File: src/rtl/pipe_ctrl_pkg.sv
// Shared types, constants and helpers for the pipeline hazard controller.
// Holds the FSM state encoding, forwarding select codes and the per-state control decode.
package pipe_ctrl_pkg;

  typedef enum logic [1:0] {
    RUN      = 2'd0,
    LU_STALL = 2'd1,
    BR_FLUSH = 2'd2,
    HOLD     = 2'd3
  } state_e;

  localparam logic [1:0] FWD_RF   = 2'b00;
  localparam logic [1:0] FWD_WB   = 2'b01;
  localparam logic [1:0] FWD_MEM  = 2'b10;
  localparam logic [4:0] REG_ZERO = 5'd0;

  typedef struct packed {
    logic pc_en;
    logic pc_sel_br;
    logic if_id_en;
    logic id_ex_en;
    logic ex_mem_en;
    logic mem_wb_en;
    logic if_id_flush;
    logic id_ex_flush;
    logic ex_mem_flush;
  } ctrl_t;

  // A write to register zero never creates a dependency.
  function automatic logic raw_hit(input logic [4:0] src, input logic [4:0] dst, input logic we);
    return we && (dst != REG_ZERO) && (dst == src);
  endfunction

  function automatic ctrl_t state_ctrl(input state_e s);
    ctrl_t c;
    c = '0;
    case (s)
      RUN: begin
        c.pc_en     = 1'b1;
        c.if_id_en  = 1'b1;
        c.id_ex_en  = 1'b1;
        c.ex_mem_en = 1'b1;
        c.mem_wb_en = 1'b1;
      end
      LU_STALL: begin
        c.id_ex_en    = 1'b1;
        c.ex_mem_en   = 1'b1;
        c.mem_wb_en   = 1'b1;
        c.id_ex_flush = 1'b1;
      end
      BR_FLUSH: begin
        c.pc_en        = 1'b1;
        c.pc_sel_br    = 1'b1;
        c.if_id_en     = 1'b1;
        c.id_ex_en     = 1'b1;
        c.ex_mem_en    = 1'b1;
        c.mem_wb_en    = 1'b1;
        c.if_id_flush  = 1'b1;
        c.id_ex_flush  = 1'b1;
        c.ex_mem_flush = 1'b1;
      end
      HOLD: begin
        c = '0;
      end
      default: begin
        c = '0;
      end
    endcase
    return c;
  endfunction

endpackage

File: src/rtl/fwd_unit.sv
// Combinational ALU operand forwarding compare for both EX source registers.
// EX/MEM results take priority over MEM/WB; register zero is never forwarded.
module fwd_unit
  import pipe_ctrl_pkg::*;
#(
  parameter bit FWD_EN = 1'b1
) (
  input  logic [4:0] ex_rs,
  input  logic [4:0] ex_rt,
  input  logic [4:0] mem_rd,
  input  logic       mem_reg_write,
  input  logic [4:0] wb_rd,
  input  logic       wb_reg_write,
  output logic [1:0] fwd_a,
  output logic [1:0] fwd_b
);

  function automatic logic [1:0] pick(input logic [4:0] src,
                                      input logic [4:0] m_rd, input logic m_we,
                                      input logic [4:0] w_rd, input logic w_we);
    logic [1:0] sel;
    if (raw_hit(src, m_rd, m_we)) begin
      sel = FWD_MEM;
    end else if (raw_hit(src, w_rd, w_we)) begin
      sel = FWD_WB;
    end else begin
      sel = FWD_RF;
    end
    return sel;
  endfunction

  // Operand source selection; with forwarding disabled both operands read the register file.
  always_comb begin
    fwd_a = FWD_RF;
    fwd_b = FWD_RF;
    if (FWD_EN) begin
      fwd_a = pick(ex_rs, mem_rd, mem_reg_write, wb_rd, wb_reg_write);
      fwd_b = pick(ex_rt, mem_rd, mem_reg_write, wb_rd, wb_reg_write);
    end else begin
      fwd_a = FWD_RF;
      fwd_b = FWD_RF;
    end
  end

endmodule

File: src/rtl/pipeline_hazard_ctrl.sv
// Stall/flush/forward controller for the 5-stage pipeline: hazard FSM, registered
// Moore buffer controls, forwarding selects and stall/flush performance counters.
module pipeline_hazard_ctrl
  import pipe_ctrl_pkg::*;
#(
  parameter int CNT_W  = 32,
  parameter bit FWD_EN = 1'b1
) (
  input  logic             clk,
  input  logic             rst,
  input  logic [4:0]       id_rs,
  input  logic [4:0]       id_rt,
  input  logic [4:0]       ex_rs,
  input  logic [4:0]       ex_rt,
  input  logic [4:0]       ex_rd,
  input  logic             ex_mem_read,
  input  logic             ex_reg_write,
  input  logic [4:0]       mem_rd,
  input  logic             mem_reg_write,
  input  logic             mem_branch,
  input  logic             mem_zf,
  input  logic [4:0]       wb_rd,
  input  logic             wb_reg_write,
  input  logic             mem_wait,
  output logic             pc_en,
  output logic             pc_sel_br,
  output logic             if_id_en,
  output logic             id_ex_en,
  output logic             ex_mem_en,
  output logic             mem_wb_en,
  output logic             if_id_flush,
  output logic             id_ex_flush,
  output logic             ex_mem_flush,
  output logic [1:0]       fwd_a,
  output logic [1:0]       fwd_b,
  output logic [CNT_W-1:0] stall_cnt,
  output logic [CNT_W-1:0] flush_cnt
);

  localparam logic [CNT_W-1:0] CNT_ONE = {{(CNT_W-1){1'b0}}, 1'b1};

  state_e           state_r;
  state_e           next_state_s;
  ctrl_t            ctrl_r;
  ctrl_t            next_ctrl_s;
  logic [CNT_W-1:0] stall_cnt_r;
  logic [CNT_W-1:0] flush_cnt_r;
  logic             load_use_s;
  logic             raw_any_s;
  logic             hazard_s;
  logic             branch_taken_s;
  logic             stall_cycle_s;

  // Hazard detection; without forwarding any pending write to an ID source must stall.
  always_comb begin
    load_use_s = ex_mem_read &
                 (raw_hit(id_rs, ex_rd, ex_reg_write) | raw_hit(id_rt, ex_rd, ex_reg_write));
    raw_any_s  = raw_hit(id_rs, ex_rd, ex_reg_write)   | raw_hit(id_rt, ex_rd, ex_reg_write) |
                 raw_hit(id_rs, mem_rd, mem_reg_write) | raw_hit(id_rt, mem_rd, mem_reg_write);
    if (FWD_EN) begin
      hazard_s = load_use_s;
    end else begin
      hazard_s = load_use_s | raw_any_s;
    end
  end

  assign branch_taken_s = mem_branch & mem_zf;
  assign stall_cycle_s  = (state_r == LU_STALL) || (state_r == HOLD);

  // Next-state priority: memory wait freezes everything, and a taken branch beats a
  // load-use stall because the stalled instruction is on the wrong path.
  always_comb begin
    next_state_s = RUN;
    if (mem_wait) begin
      next_state_s = HOLD;
    end else if (branch_taken_s) begin
      next_state_s = BR_FLUSH;
    end else if (hazard_s) begin
      next_state_s = LU_STALL;
    end else begin
      next_state_s = RUN;
    end
  end

  assign next_ctrl_s = state_ctrl(next_state_s);

  // State register with the matching Moore controls registered alongside it.
  always_ff @(posedge clk) begin
    if (rst) begin
      state_r <= RUN;
      ctrl_r  <= state_ctrl(RUN);
    end else begin
      state_r <= next_state_s;
      ctrl_r  <= next_ctrl_s;
    end
  end

  // Performance counters, wrapping naturally at 2^CNT_W.
  always_ff @(posedge clk) begin
    if (rst) begin
      stall_cnt_r <= '0;
      flush_cnt_r <= '0;
    end else begin
      if (stall_cycle_s) begin
        stall_cnt_r <= stall_cnt_r + CNT_ONE;
      end
      if (next_state_s == BR_FLUSH) begin
        flush_cnt_r <= flush_cnt_r + CNT_ONE;
      end
    end
  end

  fwd_unit #(
    .FWD_EN(FWD_EN)
  ) u_fwd (
    .ex_rs        (ex_rs),
    .ex_rt        (ex_rt),
    .mem_rd       (mem_rd),
    .mem_reg_write(mem_reg_write),
    .wb_rd        (wb_rd),
    .wb_reg_write (wb_reg_write),
    .fwd_a        (fwd_a),
    .fwd_b        (fwd_b)
  );

  assign pc_en        = ctrl_r.pc_en;
  assign pc_sel_br    = ctrl_r.pc_sel_br;
  assign if_id_en     = ctrl_r.if_id_en;
  assign id_ex_en     = ctrl_r.id_ex_en;
  assign ex_mem_en    = ctrl_r.ex_mem_en;
  assign mem_wb_en    = ctrl_r.mem_wb_en;
  assign if_id_flush  = ctrl_r.if_id_flush;
  assign id_ex_flush  = ctrl_r.id_ex_flush;
  assign ex_mem_flush = ctrl_r.ex_mem_flush;
  assign stall_cnt    = stall_cnt_r;
  assign flush_cnt    = flush_cnt_r;

endmodule

File: config.mk
export PLATFORM = sky130hd
export DESIGN_NAME = pipeline_hazard_ctrl
export DESIGN_NICKNAME = d
export VERILOG_FILES = /design/src/rtl/pipe_ctrl_pkg.sv /design/src/rtl/fwd_unit.sv /design/src/rtl/pipeline_hazard_ctrl.sv
export SDC_FILE = /design/constraint.sdc
export NUM_CORES = 1
export LEC_CHECK = 0
export CAP_MARGIN = 10
export CORE_ASPECT_RATIO = 1.75
export CORE_MARGIN = 3
export CORE_UTILIZATION = 41
export CTS_BUF_LIST = sky130_fd_sc_hd__clkbuf_4 sky130_fd_sc_hd__clkbuf_8
export DETAILED_ROUTE_END_ITERATION = 12
export DONT_BUFFER_PORTS = 1
export SETUP_SLACK_MARGIN = 0.4
export SYNTH_ARGS = -nofsm -noshare
export SYNTH_HDL_FRONTEND = slang
export SYNTH_SLANG_ARGS = --single-unit
File: constraint.sdc
create_clock -name clk -period 5.2 [get_ports clk]
set_clock_uncertainty 0.05 [all_clocks]
set_input_delay 1.04 -clock clk [delete_from_list [all_inputs] [get_ports clk]]
set_output_delay 1.04 -clock clk [all_outputs]
set_load 0.03 [all_outputs]
==> impl_metrics.toml <==
[drt]
first_pass_iters = 4
ant_nets = 0
wl_per_cell_um = 16.1
drcViolationCount = 0
viasPerCell = 5.80
wl_mm = 8.60
vias = 3089
first_iter_violations = 123

[worst_hold_path]
hold_end = "stall_cnt[0]"
min_path_type = "reg2reg"
min_from = "state_r[0]"
min_delay_path_depth = 2

[worst_setup_path]
reg2reg_depth = 5
r2r-start = "stall_cnt[0]"
path_cells = "or4_1, o2111a_1, a21oi_1, ha_1, nand4_2, or3_1, nor4_1, mux2_2"
crit_arrival_ns = 4.01
critPathSlowestCell = "or3_1"
cp-end-kind = "register"
critical_path.top_delay_family = "simple AND/OR/NAND/NOR gates"
required_ns = 5.39
reg2reg_to = "stall_cnt[26]"
reg2reg_slack_ns = 2.41
crit_type = "in2reg"
cp-start-kind = "input port"
slowest_delay_ns = 0.65
critical_path_buf_inv_count = 0
path_max_fanout = 17

[finish]
final_common_cell = "dfxtp_1"
fillers = 884
layout.nets = 463
multi_input_area_um2 = 2090
drive_gt1_share_pct = 7.42
mostFrequentLayoutCells = "69 x dfxtp_1, 40 x a21oi_1, 30 x or4_1, 28 x xnor2_1"
antenna_cells = 0
regArea_um2 = 1380
syn_to_final_growth_pct = 5.72

[sta]
period_minus_slack_ns = 3.82
fin_setup_tns_ns = 0
max_freq_mhz = 262
hold_violations = 0
maxSlewViolCount = 0
slew_headroom_pct = 39.9
tightest_slew_ns = 0.901
rsz0062_at_grt = "no"
setup_viol = 0
fin_crit_sh_pct = 73.5

[placed_design]
hpwl_mm = 6.31
portBuffers = 0
place_congestion = 0.805

[clock_network]
path_clk_slew_ns = 0.07
clock-root-buffer = "clkbuf_8"
clockBufferDepth = 2
cts_tree = "built"
cts.sinks = 69
ctsResizeCount = 0
clock_latency_ns = 0.35
post_cts_buffers = 0
cts_buffers = 9
ctsHoldBuffers = 0
htree_levels = 3

[synthesis]
synth-xor-area-share_pct = 12.1
synth_top_family_by_area = "simple AND/OR/NAND/NOR gates"
yosys.area_share.adder_pct = 1.72
synth_compound_area_share_pct = 13.4
ys_seq_elements = 69
synth_cell_types = 39
synth.area.mux_share_pct = 1.79
syn-num-nets = 475
synth_edf_count = 0
syn_area_um2 = 3630
ys_seq_area_share_pct = 38.0
async_flop_share_pct = 0
avgSynthCellArea_um2 = 8.53
synth_ff_type = "dfxtp_1"
synth_simple_gate_area_share_pct = 28.5
synth_warnings = 0
syn_inst = 426

[floorplan]
die_area_um2 = 10100
dieHeight_um = 131
core-area_um2 = 8480
rows = 44
start_util_pct = 42.8
ios = 121
die_w_um = 77.2

[pwr]
finalPower_uw = 982
ir_worst_vdd_uv = 118
power_density_nw_per_um2 = 256
power_leakage_nw = 1.14

[grt]
grt_pass1_wl_mm = 14.4
grt.total_usage_pct = 17.6
first_global_vias = 3056
antenna_found_initial = 0
grt-ovfl-total = 0
grt_max_degree = 74

[job]
max_cap_violations = 0

[status]
status = "finished clean"
==> synth_stat cells (3+ instances only) <==
cell type  count  share of area, %
mux2_2         4               1.2
clkbuf_1      14               1.4
and4_1         5               1.2
nor4_1        11               1.9
o21ai_0       18               2.5
xnor2_1       28               6.8
ha_1           5               1.7
inv_1          7              0.72
xor2_1        22               5.3
buf_2          7              0.96
nor3_1         3              0.41
buf_4          5               1.0
nand3_1       21               2.9
or4_1         30               6.2
dfxtp_1       69                38
nor2b_1        8               1.4
nand4_1       15               2.6
nor2_1        26               2.7
nand2_1       26               2.7
o31ai_1       22               4.5
a21oi_1       40               5.5
or3_1         16               2.8
==> power breakdown <==
part	leakage, nW	internal, mW	switching [mW]
combinational	0.493	0.0237	0.0161
clock	0.0935	0.198	0.191
sequential	0.557	0.533	0.0199
total	1.14	0.755	0.227
==> stage by stage <==
step	area, um^2	setup WS [ns]	instances	utilization (%)	hold WS [ns]
final	3840	1.38	533	45.3	0.579
after global routing	3840	1.20	533	45.3	0.619
after CTS	3840	1.40	533	45.3	0.580
after detailed placement	3670	1.00	518	43.3	0.558
after global placement	3670	1.06	518	43.3	0.560
after floorplan	3630	1.13	426	-	0.553
==> registers in the layout (all words and copies together) (netlist names) <==
register / cells
ex_mem_flush: 1
flush_cnt: 32
id_ex_en: 1
id_ex_flush: 1
if_id_en: 1
stall_cnt: 32
state_r: 1
==> area by class of cell <==
cell class / count / share of cell area, %
inverter: 7 / 0.684
multi-input combinational: 323 / 54.4
clock buffer: 13 / 4.17
sequential: 69 / 36.0
clock inverter: 2 / 0.261
tap: 115 / 3.75
timing repair buffer: 4 / 0.782
==> worst register-to-register path, cell delays in order (launching register included) <==
cell and delay [ns]:
dfxtp_1 0.60, ha_1 0.29, nand3_2 0.14, or4_1 0.84, nor4_1 0.40, mux2_2 0.37
==> per-layer routing <==
metal | track usage [%] | routed length, um
met5 | 0 | 0
met4 | 6.60 | 129
met3 | 6.45 | 579
met2 | 33.2 | 4740
met1 | 17.3 | 3140
==> how the worst max path moves through the flow <==
stage              start             to  slack [ns]  depth (start not counted)
4_1_cts         ex_rd[1]  flush_cnt[23]        1.40                          8
2_1_floorplan  mem_rd[1]       fwd_a[0]        1.13                          4
3_3_place_gp    ex_rd[1]  flush_cnt[21]        1.06                          8
3_5_place_dp    ex_rd[1]  flush_cnt[23]        1.00                          8
6_report        ex_rd[1]  flush_cnt[23]        1.38                          8
5_1_grt         ex_rd[1]  flush_cnt[23]        1.20                          8
==> kinds of logic after synthesis <==
group / Yosys count
AO/OA/AOI/OAI: 84
XOR/XNOR: 50
adder cells (fa/ha/maj): 5
buffers and inverters: 34
flip-flops: 69
multiplexers: 6
AND/OR/NAND/NOR: 178
(Power assumes the default switching activity.)
